`src/rtl/multicycle_ctrl.sv`:
```
// multicycle_ctrl -- Moore control FSM for the shared multicycle MIPS datapath
// (single ALU, unified instruction/data memory). Decodes R-type, lw, sw, beq,
// addi and j. Fetch and data accesses wait on a memory-ready handshake.
// Opcodes that are not decoded raise illegal_op for the DECODE cycle, and the
// instruction is then dropped. A counter tracks completed fetches.
//
// Ports
//   clk, reset_n            rising-edge clock, async active-low reset
//   op[5:0]                 opcode from the instruction register
//   zero                    ALU zero flag, used for beq
//   mem_ready               memory finished the current access this cycle
//   iord .. pcsrc           datapath mux selects and write strobes
//   pcen                    PC load enable (jump/fetch, or taken branch)
//   illegal_op              undecoded opcode seen in DECODE
//   state[3:0]              current state, for debug
//   instr_count[CNT_W-1:0]  completed fetches, wraps
//
// state   | meaning
// --------+-----------------------------------------------
// FETCH   | read instruction at PC, PC <= PC+4 when ready
// DECODE  | register read, branch target into ALUOut
// MEMADR  | effective address = A + signext(imm)
// MEMRD   | load read at ALUOut, wait for ready
// MEMWB   | write load data into rt
// MEMWR   | store write at ALUOut, wait for ready
// RTYPEEX | A funct B
// RTYPEWB | write ALUOut into rd
// BEQEX   | A - B, take branch on zero
// ADDIEX  | A + signext(imm)
// ADDIWB  | write ALUOut into rt
// JEX     | PC <= jump target
module multicycle_ctrl #(
  parameter bit MEM_HS = 1'b1,
  parameter int CNT_W  = 32
) (
  input  logic             clk,
  input  logic             reset_n,
  input  logic [5:0]       op,
  input  logic             zero,
  input  logic             mem_ready,
  output logic             iord,
  output logic             memwrite,
  output logic             irwrite,
  output logic             regdst,
  output logic             memtoreg,
  output logic             regwrite,
  output logic             alusrca,
  output logic [1:0]       alusrcb,
  output logic [1:0]       aluop,
  output logic [1:0]       pcsrc,
  output logic             pcen,
  output logic             illegal_op,
  output logic [3:0]       state,
  output logic [CNT_W-1:0] instr_count
);

  typedef enum logic [3:0] {
    S_FETCH   = 4'd0,
    S_DECODE  = 4'd1,
    S_MEMADR  = 4'd2,
    S_MEMRD   = 4'd3,
    S_MEMWB   = 4'd4,
    S_MEMWR   = 4'd5,
    S_RTYPEEX = 4'd6,
    S_RTYPEWB = 4'd7,
    S_BEQEX   = 4'd8,
    S_ADDIEX  = 4'd9,
    S_ADDIWB  = 4'd10,
    S_JEX     = 4'd11
  } state_t;

  localparam logic [5:0] OP_RTYPE = 6'b000000;
  localparam logic [5:0] OP_LW    = 6'b100011;
  localparam logic [5:0] OP_SW    = 6'b101011;
  localparam logic [5:0] OP_BEQ   = 6'b000100;
  localparam logic [5:0] OP_ADDI  = 6'b001000;
  localparam logic [5:0] OP_J     = 6'b000010;

  state_t           state_q;
  state_t           state_d;
  logic [CNT_W-1:0] count_q;
  logic             rdy;
  logic             pcwrite;
  logic             branch;
  logic             irwrite_s;
  logic             regwrite_s;
  logic             memwrite_s;

  // Without the handshake the memory is assumed single-cycle.
  assign rdy = mem_ready | ~MEM_HS;

  always_ff @(posedge clk or negedge reset_n) begin
    if (!reset_n) begin
      state_q <= S_FETCH;
      count_q <= '0;
    end else begin
      state_q <= state_d;
      if (state_q == S_FETCH && rdy) count_q <= count_q + CNT_W'(1);
    end
  end

  always_comb begin
    state_d    = S_FETCH;
    iord       = 1'b0;
    memwrite_s = 1'b0;
    irwrite_s  = 1'b0;
    regdst     = 1'b0;
    memtoreg   = 1'b0;
    regwrite_s = 1'b0;
    alusrca    = 1'b0;
    alusrcb    = 2'b00;
    aluop      = 2'b00;
    pcsrc      = 2'b00;
    pcwrite    = 1'b0;
    branch     = 1'b0;
    illegal_op = 1'b0;
    case (state_q)
      S_FETCH: begin
        alusrcb   = 2'b01;
        irwrite_s = rdy;
        pcwrite   = rdy;
        state_d   = rdy ? S_DECODE : S_FETCH;
      end
      S_DECODE: begin
        alusrcb = 2'b11;
        case (op)
          OP_RTYPE:     state_d = S_RTYPEEX;
          OP_LW, OP_SW: state_d = S_MEMADR;
          OP_BEQ:       state_d = S_BEQEX;
          OP_ADDI:      state_d = S_ADDIEX;
          OP_J:         state_d = S_JEX;
          default: begin
            state_d    = S_FETCH;
            illegal_op = 1'b1;
          end
        endcase
      end
      S_MEMADR: begin
        alusrca = 1'b1;
        alusrcb = 2'b10;
        state_d = (op == OP_LW) ? S_MEMRD : S_MEMWR;
      end
      S_MEMRD: begin
        iord    = 1'b1;
        state_d = rdy ? S_MEMWB : S_MEMRD;
      end
      S_MEMWB: begin
        memtoreg   = 1'b1;
        regwrite_s = 1'b1;
      end
      S_MEMWR: begin
        iord       = 1'b1;
        memwrite_s = 1'b1;
        state_d    = rdy ? S_FETCH : S_MEMWR;
      end
      S_RTYPEEX: begin
        alusrca = 1'b1;
        aluop   = 2'b10;
        state_d = S_RTYPEWB;
      end
      S_RTYPEWB: begin
        regdst     = 1'b1;
        regwrite_s = 1'b1;
      end
      S_BEQEX: begin
        alusrca = 1'b1;
        aluop   = 2'b01;
        pcsrc   = 2'b01;
        branch  = 1'b1;
      end
      S_ADDIEX: begin
        alusrca = 1'b1;
        alusrcb = 2'b10;
        state_d = S_ADDIWB;
      end
      S_ADDIWB: regwrite_s = 1'b1;
      S_JEX: begin
        pcsrc   = 2'b10;
        pcwrite = 1'b1;
      end
      default: state_d = S_FETCH;
    endcase
  end

  // Write strobes are gated by reset directly so they drop without a clock.
  assign pcen        = reset_n & (pcwrite | (branch & zero));
  assign irwrite     = reset_n & irwrite_s;
  assign regwrite    = reset_n & regwrite_s;
  assign memwrite    = reset_n & memwrite_s;
  assign state       = state_q;
  assign instr_count = count_q;

endmodule

```
`config.mk`:
```
export PLATFORM = sky130hd
export DESIGN_NAME = multicycle_ctrl
export DESIGN_NICKNAME = d
export VERILOG_FILES = /design/src/rtl/multicycle_ctrl.sv
export SDC_FILE = /design/constraint.sdc
export NUM_CORES = 1
export LEC_CHECK = 0
export CAP_MARGIN = 20
export CORE_ASPECT_RATIO = 1.75
export CORE_MARGIN = 2
export CORE_UTILIZATION = 43
export DETAILED_ROUTE_END_ITERATION = 8
export PLACE_DENSITY = 0.72
export SLEW_MARGIN = 0
export SYNTH_ARGS = -nofsm -noshare
export SYNTH_HDL_FRONTEND = slang
export SYNTH_SLANG_ARGS = --single-unit
```
`constraint.sdc`:
```
create_clock -name clk -period 1.7 [get_ports clk]
set_clock_uncertainty 0.2 [all_clocks]
set_input_delay 0.51 -clock clk [delete_from_list [all_inputs] [get_ports clk]]
set_output_delay 0.51 -clock clk [all_outputs]
set_load 0.1 [all_outputs]
```
==> results of run 1 <==
## cells in the mapped netlist, types with 2 or more instances
library cell and instances:
dfrtp_1 36, xor2_1 20, nor3_1 18, nand2_1 16, xnor2_1 13, nor2_1 12
nand3_1 9, a21oi_1 8, inv_1 8, nand2b_1 6, o21ai_0 6, and3_1 5
nor4_1 4, and4_1 3, clkbuf_1 3, nor3_2 3, and2_2 2, buf_4 2
buf_6 2, mux2i_1 2, nand3_4 2, nand4_1 2, nand4_4 2, nor3b_1 2
nor4_4 2, nor4b_1 2, o221ai_1 2
## kinds of logic after synthesis
group           synth area share [%]
buf+inv                         3.97
xor+xnor                        13.7
fa+ha+maj                      0.593
flops                           42.7
simple gates                    32.9
mux                            0.949
compound gates                  5.22
## stage by stage
step	utilization, %	instances	cell area (sq um)
after detailed placement	88.5	375	4160
after global placement	88.5	375	4160
after floorplan	-	208	2570
==> metrics.txt, run 1 <==
run status=did not finish; failing step=4_1_cts; Error=[ERROR DPL-0038] Utilization greater than 100%, impossible to legalize; largest cells by area after synthesis=dfrtp_1 (43%), xor2_1 (8.3%), xnor2_1 (5.4%); main flop type after synthesis=dfrtp_1; yosys warns=0; EDFF count, synth=0; Synth top area share=42.7%; number of unique standard cell types used by synthesis=43; IO Count=61; pre-CTS WS=-0.728 ns; Root Buffer=clkbuf_8; Gate Count Post-Synth=208; Initial Util=44.8%; H-tree depth=2; sequential share of the synthesized area=42.7%; maximum clock insertion buffer count=2; syn_area_per_cell=10.1 sq um; chip width=56.9 um; CTS Hold Bufs=0; Num CTS Buffers=5; Synth Register Bits=36; async set or reset register ratio after synthesis=100%; Mapped Area=2110 sq um; post-cts resize count=114; Final HPWL DP=5.09 mm; post-CTS setup buffer count=52; placement row count=33; die height=96.7 um; synthesized net count=219; CTS Sinks=36; Synth area leader=dfrtp_1; Port Buffers=60; Placer Congestion=0.778
==> inputs of run 2 (changes only) <==
CORE_ASPECT_RATIO = not set   (was 1.75)
CORE_UTILIZATION = 40   (was 43)
PLACE_DENSITY = not set   (was 0.72)
PLACE_DENSITY_LB_ADDON = 0.15   (was not set)
clock period = 2.2 ns   (was 1.7 ns; I/O delays follow)
==> run 2 against run 1 <==
The flow now finishes, with violations (negative setup slack); synthesized cell count is the same; area after synthesis is the same.
==> metrics.txt, run 2 <==
Initial Util=41.3% (was 44.8%); syn_area_per_cell=10.1 sq um (unchanged); async set or reset register ratio after synthesis=100% (unchanged); Mapped Area=2110 sq um (unchanged); main flop type after synthesis=dfrtp_1 (unchanged); area grow syn2layout=94.8%; CTS tree=done; total track usage=21.6%; router iterations before antenna repair=4; antenna cells=0; WL met2=3.25 mm; Synth Register Bits=36 (unchanged); highest routing layer actually used=met4; drt total wl=5.91 mm; grt ovf=0; share of layout cells above drive strength 1=59.2%; Worst setup startpoint=state[0]; placement row count=26 (was 33); Worst R2R Path Depth=6; Antenna Nets Post-Route=0; EDFF count, synth=0 (unchanged); CP Data Arrival Time=1.68 ns; end of the critical path=pcen; reg2reg start=state[0]; largest net degree at the start of global routing=37; period utilisation layout=116%; P_leak=1.80 nW; maximum clock insertion buffer count=2 (unchanged); WL/cell=15.1 um; Worst R2R Setup Slack=0.04 ns; placed insts=366 (was 375); Reg clk slew, reported paths=0.07 ns; Final HPWL DP=4.11 mm (was 5.09 mm); Fin. Hold Viols=0; Placer Congestion=0.780 (was 0.778); Num CTS Buffers=5 (unchanged); Finished Layout Cells=391; Synth top area share=42.7% (unchanged); initial DRC count=83; crit-path max FO=6; Worst-Skew Late Latency=0.29 ns; Synth area leader=dfrtp_1 (unchanged); most frequent cells in the layout=buf_12 (52), buf_4 (38), dfrtp_2 (24); max-cap violation count=0; H-tree depth=2 (unchanged); post-route minimum period=2.54 ns; CP required=1.34 ns; Die Footprint=5870 sq um; pre-CTS WS=-0.525 ns (was -0.728 ns); vias after detailed routing=2,026; max FFs per register=32; CTS Hold Bufs=0 (unchanged); Tightest Pin Transition=0.534 ns; Vias/cell=5.18; synthesized net count=219 (unchanged); IO Count=61 (unchanged); CP startpoint kind=register; failing checks=negative setup slack; CTS Sinks=36 (unchanged); Setup CP Type=register to primary output; sequential share of the synthesized area=42.7% (unchanged); reg2reg end=instr_count[30]; cell with the most instances after synthesis=dfrtp_1 (unchanged); Met3 Wirelength=358 um; Fmax=393 MHz; Gate Count Post-Synth=208 (unchanged); Port Buffers=60 (unchanged); largest cells by area after synthesis=dfrtp_1 (43%), xor2_1 (8.3%), xnor2_1 (5.4%) (unchanged); global-route wire length before repair=10.3 mm; Max Slew Vio Count=0; met1 wire length=2.21 mm; most common cell after layout, fill and taps aside=buf_12; Core Footprint=5110 sq um; Power per Cell Area=647 nW/um^2; Final Util=80.5%; Root Buffer=clkbuf_8 (unchanged); final net count=331; Post-route DRC=0; Hold Crit Class=input pin to async pin; run status=finished with violations (was did not finish); number of global-route vias before repair=2,151; Setup-failing EPs final=15; worst vdd ir=0.000664 V; RSZ-0062 raised after global routing=yes; Max-slew headroom=64.3%; chip width=76.6 um (was 56.9 um); top cells by count, synth=dfrtp_1 (36), xor2_1 (20), nor3_1 (18) (unchanged); final worst slack=-0.342 ns; die height=76.6 um (was 96.7 um); antenna violations before repair=0; yosys warns=0 (unchanged); number of unique standard cell types used by synthesis=43 (unchanged); Worst setup EP type=primary output
## run 2: cell counts after synthesis
No cell type changed its count.
## run 2: logic make-up (layout without fill, tap and decap cells)
family / after synthesis / in the layout / synth area share [%]
simple gates: 101 / 101 / 32.9
flops: 36 / 36 / 42.7
buf+inv: 16 / 129 / 3.97
xor+xnor: 33 / 33 / 13.7
fa+ha+maj: 1 / 1 / 0.593
mux: 2 / 2 / 0.949
compound gates: 19 / 19 / 5.22
## run 2: how the worst min path moves through the flow
stage | slack [ns] | startpoint | end | cells past startpoint
6_report | 0.25 | reset_n | instr_count[29] | 2
3_3_place_gp | 0.29 | instr_count[15] | instr_count[15] | 1
2_1_floorplan | 0.16 | reset_n | instr_count[0] | 0
5_1_grt | 0.29 | reset_n | instr_count[8] | 2
4_1_cts | 0.27 | reset_n | instr_count[29] | 2
3_5_place_dp | 0.30 | instr_count[20] | instr_count[20] | 1
## run 2: stage by stage
step	hold slack, ns	total power [W]	setup TNS, ns	cell area [sq um]
after global routing	0.294	0.00278	-4.13	4110
after CTS	0.266	0.00263	-3.32	3980
after detailed placement	0.302	0.00208	-7.69	3720
after floorplan	0.164	0.00160	-8.82	2340
after global placement	0.294	0.00206	-6.21	3720
final	0.248	0.00266	-3.16	4110
## run 2: layer usage
layer	GRT usage, %	vias up
met5	0	-
met1	25.6	982
met2	37.6	75
met4	7.82	0
met3	5.69	9
li1	-	960
## run 2: cell type report
type	count	area, sq um
inverters	8	30.0
clock buffers	8	100
flip-flops and latches	36	946
multi-input cells	156	1370
fillers	308	998
well taps	70	87.6
repair buffers	113	1570
## run 2: what timing repair did
action | CTS | global route
endpoints found under the setup margin | 24 | 16
setup buffers | 14 | 6
resized for setup | 29 | 20
pin swaps | 16 | 14
## run 2: power by group
group          switching (W)  internal (W)
clock               0.000227      0.000286
combinational       0.000784      0.000524
sequential          0.000109      0.000730
total                0.00112       0.00154
## run 2: worst max-delay path: stages (launching register included)
cell	delay [ns]
dfrtp_4	0.54
buf_12	0.17
nor3_4	0.22
a21oi_2	0.10
a21oi_4	0.18
buf_12	0.19
Power figures use the tool's default switching activity.
